**src/rtl/gps_pkg.sv**
```systemverilog
// Shared types and constants for the GPS local-clock block: FSM states,
// ASCII digit bounds and the legal ranges of a UTC time field.
package gps_pkg;

    typedef enum logic [1:0] {
        ST_UNSYNC   = 2'd0,
        ST_CHECK    = 2'd1,
        ST_RUN      = 2'd2,
        ST_HOLDOVER = 2'd3
    } gps_state_e;

    localparam logic [7:0] ASCII_0 = 8'h30;
    localparam logic [7:0] ASCII_9 = 8'h39;

    localparam logic [6:0] HR_MAX  = 7'd23;
    localparam logic [6:0] MIN_MAX = 7'd59;
    localparam logic [6:0] SEC_MAX = 7'd59;

    function automatic logic is_digit(input logic [7:0] c);
        return (c >= ASCII_0) && (c <= ASCII_9);
    endfunction

endpackage

```
**src/rtl/gps_local_clock_if.sv**
```systemverilog
// Parser-facing time input and schedule-facing local time outputs of gps_local_clock.
interface gps_local_clock_if;

    logic [47:0] time_in;
    logic        time_in_valid;
    logic [4:0]  hour_out;
    logic [5:0]  min_out;
    logic [5:0]  sec_out;
    logic        sec_tick;
    logic        time_valid;
    logic        sync_err;

    modport master (
        output time_in, time_in_valid,
        input  hour_out, min_out, sec_out, sec_tick, time_valid, sync_err
    );

    modport slave (
        input  time_in, time_in_valid,
        output hour_out, min_out, sec_out, sec_tick, time_valid, sync_err
    );

endinterface

```
**src/rtl/ascii_pair_dec.sv**
```systemverilog
// Converts two ASCII characters (tens, units) into a binary value 0..99.
// bin is meaningless unless digit_ok is set.
module ascii_pair_dec
    import gps_pkg::*;
(
    input  logic [7:0] tens,
    input  logic [7:0] units,
    output logic [6:0] bin,
    output logic       digit_ok
);

    assign digit_ok = is_digit(tens) && is_digit(units);
    assign bin      = 7'(tens[3:0]) * 7'd10 + 7'(units[3:0]);

endmodule

```
**src/rtl/gps_local_clock.sv**
```systemverilog
// Validates NMEA hhmmss frames, converts them to local time with a fixed
// time-zone offset and free-runs a 1 Hz clock between fixes.
module gps_local_clock
    import gps_pkg::*;
#(
    parameter int CLKS_PER_SEC = 50_000_000,
    parameter int TZ_OFFSET_HR = -5,
    parameter int STALE_SEC    = 10
) (
    input  logic              CLK,
    input  logic              RST_N,
    gps_local_clock_if.slave  bus
);

    localparam int PW = $clog2(CLKS_PER_SEC);
    localparam int SW = $clog2(STALE_SEC + 1);
    localparam logic [PW-1:0]      PRESC_LAST = PW'(CLKS_PER_SEC - 1);
    localparam logic [SW-1:0]      STALE_LAST = SW'(STALE_SEC - 1);
    localparam logic [SW-1:0]      STALE_MAX  = SW'(STALE_SEC);
    localparam logic signed [7:0]  TZ8        = 8'(TZ_OFFSET_HR);

    gps_state_e state_q, state_d;
    gps_state_e ret_q, ret_d;
    logic       capture;

    logic [47:0]   frame_q;
    logic [PW-1:0] presc_q;
    logic [SW-1:0] stale_q;
    logic [4:0]    hour_q;
    logic [5:0]    min_q;
    logic [5:0]    sec_q;
    logic          tick_q;
    logic          valid_q;
    logic          err_q;

    logic [6:0] hr_bin, mn_bin, sc_bin;
    logic       hr_dig, mn_dig, sc_dig;
    logic       frame_ok;
    logic signed [7:0] hr_sum;
    logic [4:0] hr_local;

    logic load, reject, running, wrap, tick_now, stale_hit;

    ascii_pair_dec u_dec_hr (
        .tens     (frame_q[47:40]),
        .units    (frame_q[39:32]),
        .bin      (hr_bin),
        .digit_ok (hr_dig)
    );

    ascii_pair_dec u_dec_min (
        .tens     (frame_q[31:24]),
        .units    (frame_q[23:16]),
        .bin      (mn_bin),
        .digit_ok (mn_dig)
    );

    ascii_pair_dec u_dec_sec (
        .tens     (frame_q[15:8]),
        .units    (frame_q[7:0]),
        .bin      (sc_bin),
        .digit_ok (sc_dig)
    );

    assign frame_ok = hr_dig && mn_dig && sc_dig &&
                      (hr_bin <= HR_MAX) && (mn_bin <= MIN_MAX) && (sc_bin <= SEC_MAX);

    // UTC hour plus offset, folded back into 0..23 (no date handling)
    always_comb begin
        hr_sum = $signed({1'b0, hr_bin}) + TZ8;
        if (hr_sum < 0)
            hr_sum = hr_sum + 8'sd24;
        else if (hr_sum >= 8'sd24)
            hr_sum = hr_sum - 8'sd24;
        hr_local = 5'(hr_sum);
    end

    assign load      = (state_q == ST_CHECK) && frame_ok;
    assign reject    = (state_q == ST_CHECK) && !frame_ok;
    assign running   = (state_q == ST_RUN) || (state_q == ST_HOLDOVER) ||
                       ((state_q == ST_CHECK) && (ret_q != ST_UNSYNC));
    assign wrap      = running && (presc_q == PRESC_LAST);
    assign tick_now  = wrap && !load;
    assign stale_hit = tick_now && (stale_q == STALE_LAST);

    always_ff @(posedge CLK or negedge RST_N) begin
        if (!RST_N) begin
            state_q <= ST_UNSYNC;
            ret_q   <= ST_UNSYNC;
        end else begin
            state_q <= state_d;
            ret_q   <= ret_d;
        end
    end

    // ret tracks where a failed CHECK must go back to, including a RUN that
    // went stale while the frame was being checked
    always_comb begin
        state_d = state_q;
        ret_d   = ret_q;
        capture = 1'b0;
        case (state_q)
            ST_UNSYNC, ST_RUN, ST_HOLDOVER: begin
                if (bus.time_in_valid) begin
                    capture = 1'b1;
                    state_d = ST_CHECK;
                    ret_d   = (state_q == ST_RUN && stale_hit) ? ST_HOLDOVER : state_q;
                end else if (state_q == ST_RUN && stale_hit) begin
                    state_d = ST_HOLDOVER;
                end
            end
            ST_CHECK: begin
                if (frame_ok)
                    state_d = ST_RUN;
                else if (ret_q == ST_RUN && stale_hit)
                    state_d = ST_HOLDOVER;
                else
                    state_d = ret_q;
            end
            default: state_d = ST_UNSYNC;
        endcase
    end

    always_ff @(posedge CLK or negedge RST_N) begin
        if (!RST_N) begin
            frame_q <= '0;
            presc_q <= '0;
            stale_q <= '0;
            hour_q  <= '0;
            min_q   <= '0;
            sec_q   <= '0;
            tick_q  <= 1'b0;
            valid_q <= 1'b0;
            err_q   <= 1'b0;
        end else begin
            tick_q <= tick_now;
            err_q  <= reject;
            if (capture)
                frame_q <= bus.time_in;
            if (load) begin
                presc_q <= '0;
                stale_q <= '0;
                hour_q  <= hr_local;
                min_q   <= mn_bin[5:0];
                sec_q   <= sc_bin[5:0];
                valid_q <= 1'b1;
            end else begin
                if (running)
                    presc_q <= wrap ? '0 : presc_q + PW'(1);
                if (tick_now) begin
                    if (stale_q != STALE_MAX)
                        stale_q <= stale_q + SW'(1);
                    if (sec_q == 6'(SEC_MAX)) begin
                        sec_q <= '0;
                        if (min_q == 6'(MIN_MAX)) begin
                            min_q  <= '0;
                            hour_q <= (hour_q == 5'(HR_MAX)) ? 5'd0 : hour_q + 5'd1;
                        end else begin
                            min_q <= min_q + 6'd1;
                        end
                    end else begin
                        sec_q <= sec_q + 6'd1;
                    end
                end
                if (stale_hit)
                    valid_q <= 1'b0;
            end
        end
    end

    assign bus.hour_out   = hour_q;
    assign bus.min_out    = min_q;
    assign bus.sec_out    = sec_q;
    assign bus.sec_tick   = tick_q;
    assign bus.time_valid = valid_q;
    assign bus.sync_err   = err_q;

endmodule
```
**src/flat_wrapper.sv**
```systemverilog
// flat-port wrapper written by rule: the top's interface ports become plain ports
module gps_local_clock_flat import gps_pkg::*;
#(
    parameter int CLKS_PER_SEC = 50_000_000,
    parameter int TZ_OFFSET_HR = -5,
    parameter int STALE_SEC    = 10
)
  (CLK, RST_N, bus_time_in, bus_time_in_valid, bus_hour_out, bus_min_out, bus_sec_out, bus_sec_tick, bus_time_valid, bus_sync_err);
  gps_local_clock_if bus_i ();
  input  logic CLK;
  input  logic RST_N;
  input wire logic [$bits(bus_i.time_in)-1:0] bus_time_in;
  input wire logic [$bits(bus_i.time_in_valid)-1:0] bus_time_in_valid;
  output wire logic [$bits(bus_i.hour_out)-1:0] bus_hour_out;
  output wire logic [$bits(bus_i.min_out)-1:0] bus_min_out;
  output wire logic [$bits(bus_i.sec_out)-1:0] bus_sec_out;
  output wire logic [$bits(bus_i.sec_tick)-1:0] bus_sec_tick;
  output wire logic [$bits(bus_i.time_valid)-1:0] bus_time_valid;
  output wire logic [$bits(bus_i.sync_err)-1:0] bus_sync_err;
  assign bus_i.time_in = bus_time_in;
  assign bus_i.time_in_valid = bus_time_in_valid;
  assign bus_hour_out = bus_i.hour_out;
  assign bus_min_out = bus_i.min_out;
  assign bus_sec_out = bus_i.sec_out;
  assign bus_sec_tick = bus_i.sec_tick;
  assign bus_time_valid = bus_i.time_valid;
  assign bus_sync_err = bus_i.sync_err;
  gps_local_clock #(.CLKS_PER_SEC(CLKS_PER_SEC), .TZ_OFFSET_HR(TZ_OFFSET_HR), .STALE_SEC(STALE_SEC)) u_core (.CLK(CLK), .RST_N(RST_N), .bus(bus_i));
endmodule
```
**config.mk**
```make
export PLATFORM = sky130hd
export DESIGN_NAME = gps_local_clock_flat
export DESIGN_NICKNAME = d
export VERILOG_FILES = /design/src/rtl/gps_pkg.sv /design/src/rtl/gps_local_clock_if.sv /design/src/rtl/ascii_pair_dec.sv /design/src/rtl/gps_local_clock.sv /design/src/flat_wrapper.sv
export SDC_FILE = /design/constraint.sdc
export NUM_CORES = 1
export LEC_CHECK = 0
export CORE_UTILIZATION = 50
export CTS_CLUSTER_DIAMETER = 80
export DETAILED_ROUTE_END_ITERATION = 7
export PLACE_DENSITY_LB_ADDON = 0.12
export RECOVER_POWER = 100
export SYNTH_ARGS = -nofsm -noshare
export SYNTH_HDL_FRONTEND = slang
export SYNTH_SLANG_ARGS = --single-unit
```
**constraint.sdc**
```tcl
create_clock -name CLK -period 3.1 [get_ports CLK]
set_input_delay 0.31 -clock CLK [delete_from_list [all_inputs] [get_ports CLK]]
set_output_delay 0.31 -clock CLK [all_outputs]
set_load 0.02 [all_outputs]
```
==> impl_metrics.json, run 1 <==
{
  "ys_ff_latch": 102,
  "total_power_mw": 6.89,
  "crit_type": "flip-flop to flip-flop",
  "fin_cells": 829,
  "leakage_nw": 3.18,
  "hp-class": "primary input to asynchronous set/reset pin",
  "vdd.ir_drop.worst_uv": 699,
  "fin_crit_ns": 3.06,
  "cts-root-buf": "clkbuf_16",
  "slew_viol_final": 69,
  "fin_tns_setup_ns": 0,
  "yosysMostFrequentCell": "dfrtp_1",
  "rsz0062_at_grt": "yes",
  "max_cap_violations": 1,
  "tightest_slew_ns": 1.71,
  "powerDensity_nw_per_um2": 938,
  "place_congestion": 0.928,
  "cp-start-kind": "flip-flop",
  "grt_max_degree": 69,
  "start_util_pct": 51.8,
  "skew_ns": 0.00952,
  "placed_cell_area_um2": 6980,
  "reg2reg_to": "u_core.bus.sec_out[1]",
  "die_width_um": 111,
  "postRouteAntennaNets": 0,
  "fmax_mhz": 327,
  "fin_nets": 767,
  "fp.coreArea_um2": 11500,
  "yosysWarnings": 0,
  "post-place-ws_ns": -0.0149,
  "end_kind": "flip-flop",
  "drt-initial-drc-count": 253,
  "synth_top_area_share_pct": 42.8,
  "diodes": 0,
  "drt_first_pass_iters": 4,
  "synth_area_leaders": "dfrtp_1 (43%), mux2_2 (9.2%), ha_1 (5.9%), nand2_1 (2.7%), a21oi_1 (2.5%)",
  "synth_area_um2": 5970,
  "drive_above_1_share_pct": 15.3,
  "synth.avg_cell_area_um2": 10.1,
  "dieArea_um2": 12400,
  "grt.total_usage_pct": 23.1,
  "drc": 0,
  "yosysTopAreaCell": "dfrtp_1",
  "io_buffers": 70,
  "dp_hpwl_um": 10100,
  "final_area_um2": 7350,
  "finalCritPeriodShare_pct": 98.7,
  "totalWireLength_um": 13600,
  "dp.cells": 809,
  "grt_pass1_wl_um": 22700,
  "synth_cells": 589,
  "cts_tree": "done",
  "postSynth.asyncResetShare_pct": 100,
  "cp.arrival_ns": 3.30,
  "cp_max_fo": 12,
  "htree_levels": 3,
  "fill_cells": 939,
  "io_pins": 71,
  "grt_pass1_vias": 4745,
  "rrSetupSlack_ns": 0.04,
  "clk_pin_slew_worst_paths_ns": 0.07,
  "cts_buffers": 9,
  "fp.dieH_um": 111,
  "ys_seq_area_share_pct": 42.8,
  "hold_viol": 0,
  "final.setup.worst_slack_ns": 0.0391,
  "maxSlewHeadroom_pct": -14.2,
  "yosys-top-cells-count": "dfrtp_1 (102), mux2_2 (49), nand2_1 (43), nor2_1 (34)",
  "area_delta_synth_final_pct": 23.1,
  "synth_nets": 674,
  "clock_sinks": 102,
  "cts_buffer_depth": 2,
  "setup-violations-final": 0,
  "num_rows": 39,
  "drt-vias-per-instance": 5.75,
  "synth_top_flop_cell": "dfrtp_1",
  "ff2ff_path_depth": 9,
  "wl_per_cell_um": 16.4,
  "overflow": 0,
  "status": "complete, but fails checks",
  "cp.required_ns": 3.33,
  "grt_antenna_before_repair": 0,
  "worstSkewPairLatency_ns": 0.36,
  "synth_cell_types": 57,
  "worstSetupStartpoint": "u_core.frame_q[41]",
  "r2r_start": "u_core.frame_q[41]",
  "via_count": 4763,
  "violations": "capacitance limit, slew limit",
  "synth_edf_count": 0
}
==> power breakdown <==
part,leakage [nW],internal (mW),switching [mW],total (mW)
logic,1.73,1.74,1.94,3.68
clock network,0.148,0.670,0.498,1.17
registers,1.30,1.71,0.340,2.05
total,3.18,4.12,2.78,6.89
==> worst max path at each step <==
stage                              to  slack [ns]  depth (start not counted)
2_1_floorplan   u_core.bus.min_out[3]         0.1                         11
3_3_place_gp    u_core.bus.min_out[3]        0.07                         11
3_5_place_dp    u_core.bus.min_out[3]       -0.01                         11
4_1_cts        u_core.bus.hour_out[1]       0.009                          9
5_1_grt         u_core.bus.sec_out[4]       -0.06                         12
6_report        u_core.bus.sec_out[1]        0.04                          9
==> through the flow <==
stage / util, % / hold slack (ns)
after global routing: 63.8 / 0.501
after CTS: 63.4 / 0.117
after floorplan: - / 0.0144
after global placement: 60.6 / 0.467
final: 63.8 / 0.412
after detailed placement: 60.6 / 0.471
==> flip-flops by register name, indices dropped and copies added, names as in the netlist <==
signal / count
u_core.ret_q: 2
u_core.bus.sec_out: 6
u_core.bus.sync_err: 1
u_core.bus.time_valid: 1
u_core.bus.hour_out: 5
u_core.stale_q: 4
u_core.state_q: 2
u_core.bus.sec_tick: 1
u_core.frame_q: 48
u_core.bus.min_out: 6
u_core.presc_q: 26
==> final cells by class <==
type | count | area [um^2] | area share, %
clock buffers | 11 | 253 | 3.44
multi-input cells | 440 | 3250 | 44.3
repair buffers | 98 | 938 | 12.8
well taps | 143 | 179 | 2.43
clock inverters | 4 | 55.1 | 0.749
flip-flops and latches | 102 | 2550 | 34.7
inverters | 31 | 116 | 1.58
==> logic make-up after synthesis <==
family                   share of synthesized area [%]
buffers and inverters                             3.23
multiplexers                                      11.7
AO/OA/AOI/OAI                                     9.66
flip-flops                                        42.8
AND/OR/NAND/NOR                                   20.5
XOR/XNOR                                          4.25
adder cells (fa/ha/maj)                           7.88
==> critical path, stage by stage (launching register included) <==
cell and delay (ns):
dfrtp_1 0.38, ha_1 0.29, ha_1 0.19, inv_1 0.06
fa_2 0.45, xnor2_1 0.19, or4_1 0.59, nor4_4 0.24
buf_12 0.20, mux2_1 0.33
==> layer usage <==
layer | vias to the layer above | share of wire (%) | global-route usage, %
li1 | 2315 | - | -
met3 | 25 | 3.6 | 5.74
met5 | - | 0 | 0
met2 | 102 | 50 | 39.6
met4 | 0 | 2.3 | 8.38
met1 | 2321 | 44 | 28.2
==> cell usage in the layout (no fill, tap or decap), drive strengths merged, types with 3 or more instances in the layout <==
| master | count |
|---|---|
| clkbuf | 17 |
| mux2i | 9 |
| nor3 | 27 |
| inv | 32 |
| nand4 | 14 |
| nand2 | 43 |
| buf | 23 |
| dfrtp | 102 |
| o21ai | 32 |
| nor4bb | 3 |
| o31a | 4 |
| o21a | 6 |
| or3 | 8 |
| mux2 | 54 |
| xnor2 | 16 |
| a21oi | 30 |
| a211oi | 3 |
| and4b | 3 |
| nand3 | 27 |
| nor2b | 6 |
| nor2 | 35 |
| ha | 28 |
| and4 | 5 |
| and3 | 5 |
| dlygate4sd3 | 21 |
| xor2 | 13 |
| clkdlybuf4s50 | 48 |
| fa | 6 |
| nand2b | 6 |
| nor4 | 14 |
| nand4b | 3 |
| or4 | 9 |
| a21o | 7 |
==> what timing repair did <==
item                                    in CTS  in global routing
gates resized for setup                      0                  7
hold buffers                                 0                  0
cloned                                       0                  2
pin swaps                                    1                  1
endpoints found under the setup margin       1                 34
buffers inserted                             2                  1
Power figures use the tool's default switching activity.
==> inputs of run 2 (changes only) <==
Settings changed: CTS_CLUSTER_DIAMETER 80 to unset.
==> results of run 2 <==
The final DEF is identical to that of run 1; final timing and power are the same.
